### config.mk
export PLATFORM = sky130hd
export DESIGN_NAME = sprite_rom_arbiter
export DESIGN_NICKNAME = d
export VERILOG_FILES = /design/src/rtl/sprite_pkg.sv /design/src/rtl/rr_pick.sv /design/src/rtl/sprite_rom_arbiter.sv
export SDC_FILE = /design/constraint.sdc
export NUM_CORES = 1
export LEC_CHECK = 0
export ABC_AREA = 1
export CAP_MARGIN = 20
export CORE_MARGIN = 4
export CORE_UTILIZATION = 30
export CTS_CLUSTER_DIAMETER = 120
export DETAILED_ROUTE_END_ITERATION = 8
export HOLD_SLACK_MARGIN = 0.15
export PLACE_DENSITY = 0.79
export SLEW_MARGIN = 20
export SYNTH_ARGS = -nofsm -noshare
export SYNTH_HDL_FRONTEND = slang
export SYNTH_SLANG_ARGS = --single-unit
### constraint.sdc
create_clock -name clk -period 1.4 [get_ports clk]
set_clock_uncertainty 0.05 [all_clocks]
set_input_delay 0.28 -clock clk [delete_from_list [all_inputs] [get_ports clk]]
set_output_delay 0.28 -clock clk [all_outputs]
set_load 0.01 [all_outputs]
### src/rtl/sprite_pkg.sv
// Shared sprite ROM constants: tile geometry, sprite ids, address field layout and the transparent pixel.
package sprite_pkg;

    localparam int TILE_PX = 32;

    localparam int TILE_X_W   = 5;
    localparam int TILE_Y_W   = 5;
    localparam int SPRITE_W   = 3;
    localparam int TILE_X_LSB = 0;
    localparam int TILE_Y_LSB = TILE_X_LSB + TILE_X_W;
    localparam int SPRITE_LSB = TILE_Y_LSB + TILE_Y_W;

    typedef enum logic [SPRITE_W-1:0] {
        BG    = 3'd0,
        FROG  = 3'd1,
        CAR   = 3'd2,
        LOG   = 3'd3,
        WATER = 3'd4,
        GOAL  = 3'd5
    } sprite_id_e;

    localparam logic [8:0] TRANSPARENT = 9'h000;

    // Six sprites of one 32x32 tile each are populated; higher sprite ids fall off the end.
    localparam int SPRITE_ROM_DEPTH = 6 * TILE_PX * TILE_PX;

    function automatic logic [SPRITE_W+TILE_Y_W+TILE_X_W-1:0] sprite_addr(
        input sprite_id_e          id,
        input logic [TILE_Y_W-1:0] y,
        input logic [TILE_X_W-1:0] x
    );
        return {id, y, x};
    endfunction

endpackage

### src/rtl/rr_pick.sv
// One-hot picker: grants the first set request found searching upward from start, wrapping modulo N.
module rr_pick
    import sprite_pkg::*;
#(
    parameter int N  = 4,
    parameter int IW = (N > 1) ? $clog2(N) : 1
) (
    input  logic [N-1:0]  req,
    input  logic [IW-1:0] start,
    output logic [N-1:0]  gnt
);

    logic found;

    always_comb begin
        gnt   = '0;
        found = 1'b0;
        for (int o = 0; o < N; o++) begin
            for (int i = 0; i < N; i++) begin
                if (!found && req[i] && (((int'(start) + o) % N) == i)) begin
                    gnt[i] = 1'b1;
                    found  = 1'b1;
                end
            end
        end
    end

endmodule

### src/rtl/sprite_rom_arbiter.sv
// Shares one sprite ROM read port among NUM_REQ pixel fetchers and returns tagged pixels.
// Define ROUND_ROBIN_EN for rotating priority; default build is fixed priority (index 0 highest).
module sprite_rom_arbiter
    import sprite_pkg::*;
#(
    parameter int NUM_REQ   = 4,
    parameter int ADDR_W    = 13,
    parameter int DATA_W    = 9,
    parameter int ROM_DEPTH = SPRITE_ROM_DEPTH,
    parameter int ROM_LAT   = 1
) (
    input  logic                      clk,
    input  logic                      rst_n,
    input  logic                      frame_start,
    input  logic [NUM_REQ-1:0]        req,
    input  logic [NUM_REQ*ADDR_W-1:0] req_addr,
    output logic [NUM_REQ-1:0]        gnt,
    output logic                      rom_en,
    output logic [ADDR_W-1:0]         rom_addr,
    input  logic [DATA_W-1:0]         rom_data,
    output logic [NUM_REQ-1:0]        rsp_valid,
    output logic [DATA_W-1:0]         rsp_data,
    output logic                      addr_err,
    output logic                      busy
);

    localparam int PTR_W = $clog2(NUM_REQ);

    logic [PTR_W-1:0]   start;
    logic [NUM_REQ-1:0] pick_gnt;
    logic [ADDR_W-1:0]  sel_addr;
    logic               any_gnt;
    logic               miss;

    // Stage k holds the grant issued k+1 cycles earlier; the last stage lines up with rom_data.
    logic [NUM_REQ-1:0] tag_id   [ROM_LAT+1];
    logic               tag_miss [ROM_LAT+1];

    rr_pick #(.N(NUM_REQ), .IW(PTR_W)) u_pick (
        .req   (req),
        .start (start),
        .gnt   (pick_gnt)
    );

    // No grant may be seen while reset is held, even though the picker is purely combinational.
    assign gnt     = pick_gnt & {NUM_REQ{rst_n}};
    assign any_gnt = |gnt;

    always_comb begin
        sel_addr = '0;
        for (int i = 0; i < NUM_REQ; i++) begin
            if (pick_gnt[i]) sel_addr = req_addr[i*ADDR_W +: ADDR_W];
        end
    end

    assign miss = (int'(sel_addr) >= ROM_DEPTH);

`ifdef ROUND_ROBIN_EN
    logic [PTR_W-1:0] ptr;
    logic [PTR_W-1:0] win_idx;

    always_comb begin
        win_idx = '0;
        for (int i = 0; i < NUM_REQ; i++) begin
            if (pick_gnt[i]) win_idx = PTR_W'(i);
        end
    end

    always_ff @(posedge clk or negedge rst_n) begin
        if (!rst_n) begin
            ptr <= '0;
        end else if (frame_start) begin
            ptr <= '0;
        end else if (any_gnt) begin
            ptr <= (win_idx == PTR_W'(NUM_REQ - 1)) ? '0 : win_idx + PTR_W'(1);
        end
    end

    assign start = ptr;
`else
    assign start = '0;
`endif

    always_ff @(posedge clk or negedge rst_n) begin
        if (!rst_n) begin
            rom_en   <= 1'b0;
            rom_addr <= '0;
            addr_err <= 1'b0;
            for (int k = 0; k <= ROM_LAT; k++) begin
                tag_id[k]   <= '0;
                tag_miss[k] <= 1'b0;
            end
        end else begin
            rom_en <= any_gnt && !miss;
            if (any_gnt && !miss) rom_addr <= sel_addr;
            tag_id[0]   <= gnt;
            tag_miss[0] <= any_gnt && miss;
            for (int k = 1; k <= ROM_LAT; k++) begin
                tag_id[k]   <= tag_id[k-1];
                tag_miss[k] <= tag_miss[k-1];
            end
            // A miss in the same cycle as frame_start still sets the flag.
            addr_err <= (addr_err && !frame_start) || (any_gnt && miss);
        end
    end

    assign rsp_valid = tag_id[ROM_LAT];
    assign rsp_data  = (|tag_id[ROM_LAT] && !tag_miss[ROM_LAT]) ? rom_data : DATA_W'(TRANSPARENT);

    always_comb begin
        busy = 1'b0;
        for (int k = 0; k <= ROM_LAT; k++) busy = busy | (|tag_id[k]);
    end

endmodule
==> results.txt, run 1 <==
Clock Power Share - 0.201
DRT iter0 DRCs - 36
worst setup path startpoint - rsp_valid[1]
initial antenna violation count - 0
Pre-Repair DR Iteration Count - 4
drt drc - 0
Routability Congestion - 0.7457
Synth Instances - 205
sequential share of the synthesized area - 0.4125
Synth cell types - 19
clock slew at reported path FFs - 0.08 ns
global-route wire length before repair - 7762 um
FP Rows - 25
cell internal pwr - 0.001402 W
Max-slew headroom - 0.7993
overflow left after global routing - 0
WP data required - 1.07 ns
IO buf count - 100
Die Width - 79.10 um
FF-to-FF End - rom_addr[2]
Num CTS Buffers - 3
violated checks - setup timing
RSZ-0062 raised after global routing - true
post-DR wirelength/cell - 13.23 um
mean post-synth cell area - 7.397 um^2
share of layout cells above drive strength 1 - 0.2366
Clock Tree Root - clkbuf_8
Reg2Reg Depth - 2
clk_lat worst skew - 0.26 ns
final setup fails - 10
vias in the first global route - 1775
Yosys reg bits - 25
Via Count - 1805
switch share - 0.2989
Pins Over Slew Limit - 0
crit-path most repeated cell - nor2_1
leakage power - 1.377 nW
Tmin final - 1.596 ns
Tcrit/Tclk final - 1.140
Crit Path Max Fanout - 5
Worst-Margin Slew - 0.3010 ns
Worst path depth - 6
Yosys top cell area share - 0.4125
cell taking the most area after synthesis - dfrtp_1
Mapped Nets - 273
Final nets - 386
vias per cell - 4.701
core area - 0.004817 mm^2
Max Cap Viol - 0
Initial Util - 0.3148
DPL Wire Length - 3932 um
Setup CP Type - reg -> out
final-report hold violation count - 0
Buf/Inv on CP - 2
Critical Path Sink - rsp_data[6]
Ys Warns - 0
Filler cells - 464
worst path arrival time - 1.27 ns
Post-CTS Hold Buffers - 0
PwrDens - 722.5 mW/mm^2
dpl ws - -0.7313 ns
CP Launch Type - flop
crit-path max cell delay - 0.35 ns
Logic pwr share - 0.378
Netlist Area Pre-Place - 0.001516 mm^2
Sequential Power Share - 0.420
Critical Path Slowest Stage Cell - dfrtp_1
status - finished, violations left
VDD IR max - 356.1 uV
Total GRT Usage - 0.1512
Area contributors post-synth - dfrtp_1, nand3_1, nand2_1
Post-DRT Antenna Nets - 0
Die Area - 0.006256 mm^2
Sink Count - 25
Antenna diodes - 0
CTS tree - done
setup slack, reg-to-reg - 0.67 ns
Fin Setup TNS - -1.643 ns
die height - 79.10 um
critical path cell sequence - nor2_1, nand2_1, inv_2, or2_4, nor2_1, buf_2
io pins - 101
layout overhead on the synthesized area - 82.51%
Hold WC Path Type - in -> async
Final WS setup - -0.1957 ns
largest net degree at the start of global routing - 26
H-Tree Level Count - 1
CP endpoint kind - output port
achievable frequency - 626.7 MHz
CTS Buffer Depth - 2
Sw Pwr - 0.0005978 W
Worst R2R Start - rom_addr[2]
CP top delay family - simple AND/OR/NAND/NOR gates
WL final - 5082 um
[worst min path at each step]
stage	end	slack (ns)	cells past startpoint
2_1_floorplan	addr_err	-0.07	0
3_3_place_gp	tag_miss[0]	0.29	0
3_5_place_dp	tag_miss[0]	0.28	0
4_1_cts	tag_id[6]	0.17	2
5_1_grt	tag_id[6]	0.20	2
6_report	tag_id[6]	0.16	2
[routing by layer]
metal  track usage  share of wire  up-vias
li1              -              -      903
met1        0.1751           0.40      813
met2        0.2668           0.49       85
met3       0.04649           0.10        4
met4       0.04467         0.0085        0
met5             0              0        -
[power groups by stage]
stage / Combinational (W) / Clock (W) / Sequential (W)
3_3_place_gp: 0.000756 / 0 / 0.000853
4_1_cts: 0.000715 / 0.000409 / 0.000843
2_1_floorplan: 0.000263 / 0 / 0.000883
3_5_place_dp: 0.000765 / 0 / 0.000859
6_report: 0.000756 / 0.000403 / 0.000841
5_1_grt: 0.000825 / 0.000446 / 0.000851
[registers in the layout, summed over array words and instances, names as in the netlist]
register and count:
rom_addr 13, rsp_valid 4, tag_miss 2, addr_err 1, rom_en 1, tag_id 4
[Yosys cell counts, drive strengths merged]
library cell	count
dfrtp	25
nor4	1
a21oi	1
or2	1
o21ai	2
buf	13
clkbuf	5
nand4	24
nand3	43
inv	24
nor2	18
nand2	48
[area by class of cell]
type                       count  area [um^2]  area share
timing repair buffer         124         1112      0.4019
inverter                      24        93.84     0.03391
sequential                    25        625.6      0.2260
multi-input combinational    140        807.0      0.2916
tap                           67        83.83     0.03029
clock buffer                   4        45.04     0.01627
[cells in the final DEF, fill, tap and decap left out, types with 2 or more instances in the layout]
master and count:
nor2_1 6, dfrtp_1 25, nand3_1 37, nor2_2 10
clkbuf_8 3, nand4_1 24, or2_4 2, inv_1 19
nand2_1 44, clkdlybuf4s15_2 3, nand3_4 6, nand2_2 3
clkdlybuf4s50_1 62, buf_4 22, buf_2 12, inv_2 4
buf_6 2, dlygate4sd2_1 20
[worst register-to-register path: stages, from the launching register on]
cell and delay [ns]:
dfrtp_1 0.41, nand3_1 0.11, nand2_1 0.06
[per-stage QoR]
stage / std cells / total power (W) / area [um^2] / utilization / hold slack, ns
finish: 384 / 0.002000 / 2768 / 0.5745 / 0.1576
global route: 384 / 0.002122 / 2768 / 0.5745 / 0.1960
CTS: 379 / 0.001967 / 2653 / 0.5506 / 0.1693
detailed placement: 374 / 0.001623 / 2630 / 0.5460 / 0.2847
global placement: 374 / 0.001609 / 2630 / 0.5460 / 0.2902
floorplan: 205 / 0.001146 / 1516 / - / -0.06559
[kinds of logic (layout without fill, tap and decap cells)]
family / Yosys count / after routing / share of synthesized area
and+or+nand+nor: 135 / 137 / 0.4381
DFF: 25 / 25 / 0.4125
buffers and inverters: 42 / 152 / 0.1394
AOI/OAI and AO/OA: 3 / 3 / 0.009891
[repair_timing]
action,4_1_cts,5_1_grt
gates resized for setup,96,24
cloned,1,1
pin swaps,5,7
setup endpoints to repair,49,29
buffers inserted,0,4
(Power assumes the default switching activity.)
==> run 2, diff against run 1 <==
--- a/config.mk
+++ b/config.mk
@@ -8,11 +8,11 @@
 export ABC_AREA = 1
 export CAP_MARGIN = 20
 export CORE_MARGIN = 4
-export CORE_UTILIZATION = 30
+export CORE_UTILIZATION = 36
 export CTS_CLUSTER_DIAMETER = 120
 export DETAILED_ROUTE_END_ITERATION = 8
-export HOLD_SLACK_MARGIN = 0.15
-export PLACE_DENSITY = 0.79
+export GPL_ROUTABILITY_DRIVEN = 0
+export PLACE_DENSITY = 0.91
 export SLEW_MARGIN = 20
 export SYNTH_ARGS = -nofsm -noshare
 export SYNTH_HDL_FRONTEND = slang
==> results.txt, run 2 (synthesized netlist as in run 1, its figures left out) <==
Via Count - 1794
DPL Wire Length - 3927 um
FF-to-FF End - rom_addr[12]
final setup fails - 10
Critical Path Slowest Stage Cell - dfrtp_1
initial antenna violation count - 0
critical path cell sequence - nor2_1, nand2_1, inv_2, or2_4, nor2_1, buf_2
Worst R2R Start - rom_addr[12]
VDD IR max - 378.1 uV
dpl cell area - 0.002629 mm^2
status - finished, violations left
overflow left after global routing - 0
Max-slew headroom - 0.7978
met3 global-route usage - 0.03857
most frequent cells in the layout - clkdlybuf4s50_1, nand2_1, nand3_1
achievable frequency - 636.0 MHz
post-DR wirelength/cell - 13.29 um
CTS tree - done
Sequential Power Share - 0.427
Sw Pwr - 0.0005786 W
leading cell type in the layout, fill and taps excluded - clkdlybuf4s50_1
setup slack, reg-to-reg - 0.66 ns
Final WS setup - -0.1724 ns
vias per cell - 4.875
vias in the first global route - 1756
crit-path most repeated cell - nor2_1
switch share - 0.2946
io pins - 101
CP endpoint kind - output port
die height - 72.90 um
Worst-Margin Slew - 0.3033 ns
WP data required - 1.07 ns
CTS Buffer Depth - 2
Antenna diodes - 0
leakage power - 1.395 nW
Clock Tree Root - clkbuf_8
Pre-Repair DR Iteration Count - 4
Fin Setup TNS - -1.427 ns
largest net degree at the start of global routing - 26
Clock Power Share - 0.205
drt drc - 0
Tcrit/Tclk final - 1.123
GR peak layer - met2
CP top delay family - simple AND/OR/NAND/NOR gates
Die Width - 72.90 um
Buf/Inv on CP - 2
core area - 0.004029 mm^2
clock slew at reported path FFs - 0.08 ns
Max Cap Viol - 0
Setup CP Type - reg -> out
Pins Over Slew Limit - 0
worst path arrival time - 1.24 ns
final-report hold violation count - 0
Design Area, Final - 0.002691 mm^2
Hold WC Path Type - in -> async
Initial Util - 0.3764
crit-path max cell delay - 0.36 ns
cell internal pwr - 0.001385 W
violated checks - setup timing
met1 GRT Util - 0.2114
Tmin final - 1.572 ns
RSZ-0062 raised after global routing - true
Post-DRT Antenna Nets - 0
Final nets - 387
layout overhead on the synthesized area - 77.48%
Finished Core Util - 0.6680
max FFs per register - 13
Total GRT Usage - 0.1795
Num CTS Buffers - 3
Die Area - 0.005314 mm^2
Crit Path Max Fanout - 5
Logic pwr share - 0.368
placed insts - 358
H-Tree Level Count - 1
FP Rows - 23
Filler cells - 361
Top reg by flops - rom_addr
PwrDens - 729.6 mW/mm^2
global-route wire length before repair - 7686 um
Reg2Reg Depth - 2
CP Launch Type - flop
IO buf count - 100
DRT iter0 DRCs - 65
clk_lat worst skew - 0.25 ns
grt met2 use - 0.3226
Sink Count - 25
final std cells w/o fill - 368
WL final - 4889 um
share of layout cells above drive strength 1 - 0.2138
==> run 2: cell types whose count changed in the layout (fill, tap and decap cells not counted), moves of 2 or more <==
cell / change
nor2_2: -4
nor2_1: +5
nand3_2: +2
dlygate4sd2_1: +2
clkdlybuf4s15_2: -2
nand3_4: -4
==> run 2: power groups by stage <==
| stage | Sequential (W) | Combinational, W | Clock (W) |
|---|---|---|---|
| after CTS | 0.000840 | 0.000717 | 0.000410 |
| after global placement | 0.000852 | 0.000754 | 0 |
| after floorplan | 0.000883 | 0.000263 | 0 |
| after global routing | 0.000849 | 0.000791 | 0.000443 |
| final | 0.000839 | 0.000723 | 0.000402 |
| after detailed placement | 0.000856 | 0.000769 | 0 |
==> run 2: area by class of cell <==
| cell class | count | area [um^2] | share of cell area |
|---|---|---|---|
| clock buffers | 3 | 41.29 | 0.01534 |
| clock inverters | 1 | 5.005 | 0.001860 |
| inverters | 24 | 90.09 | 0.03347 |
| multi-input cells | 139 | 744.5 | 0.2766 |
| flip-flops and latches | 25 | 625.6 | 0.2325 |
| well taps | 50 | 62.56 | 0.02325 |
| repair buffers | 126 | 1122 | 0.4170 |
==> run 2: repair_timing <==
item,CTS,global route
hold buffers,0,0
pin swaps,5,8
setup endpoints to repair,49,28
buffers inserted,3,2
cloned,1,0
gates resized for setup,94,9
==> run 2: per-stage QoR <==
| stage | power (W) | setup slack [ns] | hold slack (ns) |
|---|---|---|---|
| global route | 0.002083 | -0.2554 | 0.2967 |
| detailed placement | 0.001625 | -0.7576 | 0.2970 |
| global placement | 0.001605 | -0.7044 | 0.2848 |
| CTS | 0.001966 | -0.1961 | 0.2714 |
| floorplan | 0.001146 | 0.008258 | -0.06559 |
| finish | 0.001964 | -0.1724 | 0.2632 |
==> run 2: worst max-delay path by stage <==
| stage | start | slack (ns) | cells after the start | endpoint |
|---|---|---|---|---|
| finish | rsp_valid[2] | -0.17 | 6 | rsp_data[4] |
| CTS | rsp_valid[2] | -0.20 | 6 | rsp_data[5] |
| floorplan | rsp_valid[3] | 0.008 | 6 | rsp_data[0] |
| global placement | req[1] | -0.70 | 5 | gnt[1] |
| global route | rsp_valid[2] | -0.26 | 6 | rsp_data[0] |
| detailed placement | req[1] | -0.76 | 5 | gnt[1] |
==> run 2: routing by layer <==
metal / wire length [um] / vias up
met4: 53 / 0
met1: 1938 / 810
met2: 2481 / 79
li1: - / 899
met5: 0 / -
met3: 416 / 6
==> run 2: worst reg2reg max path: stages (launching register included) <==
cell,delay (ns)
dfrtp_1,0.38
o21ai_1,0.15
inv_1,0.06
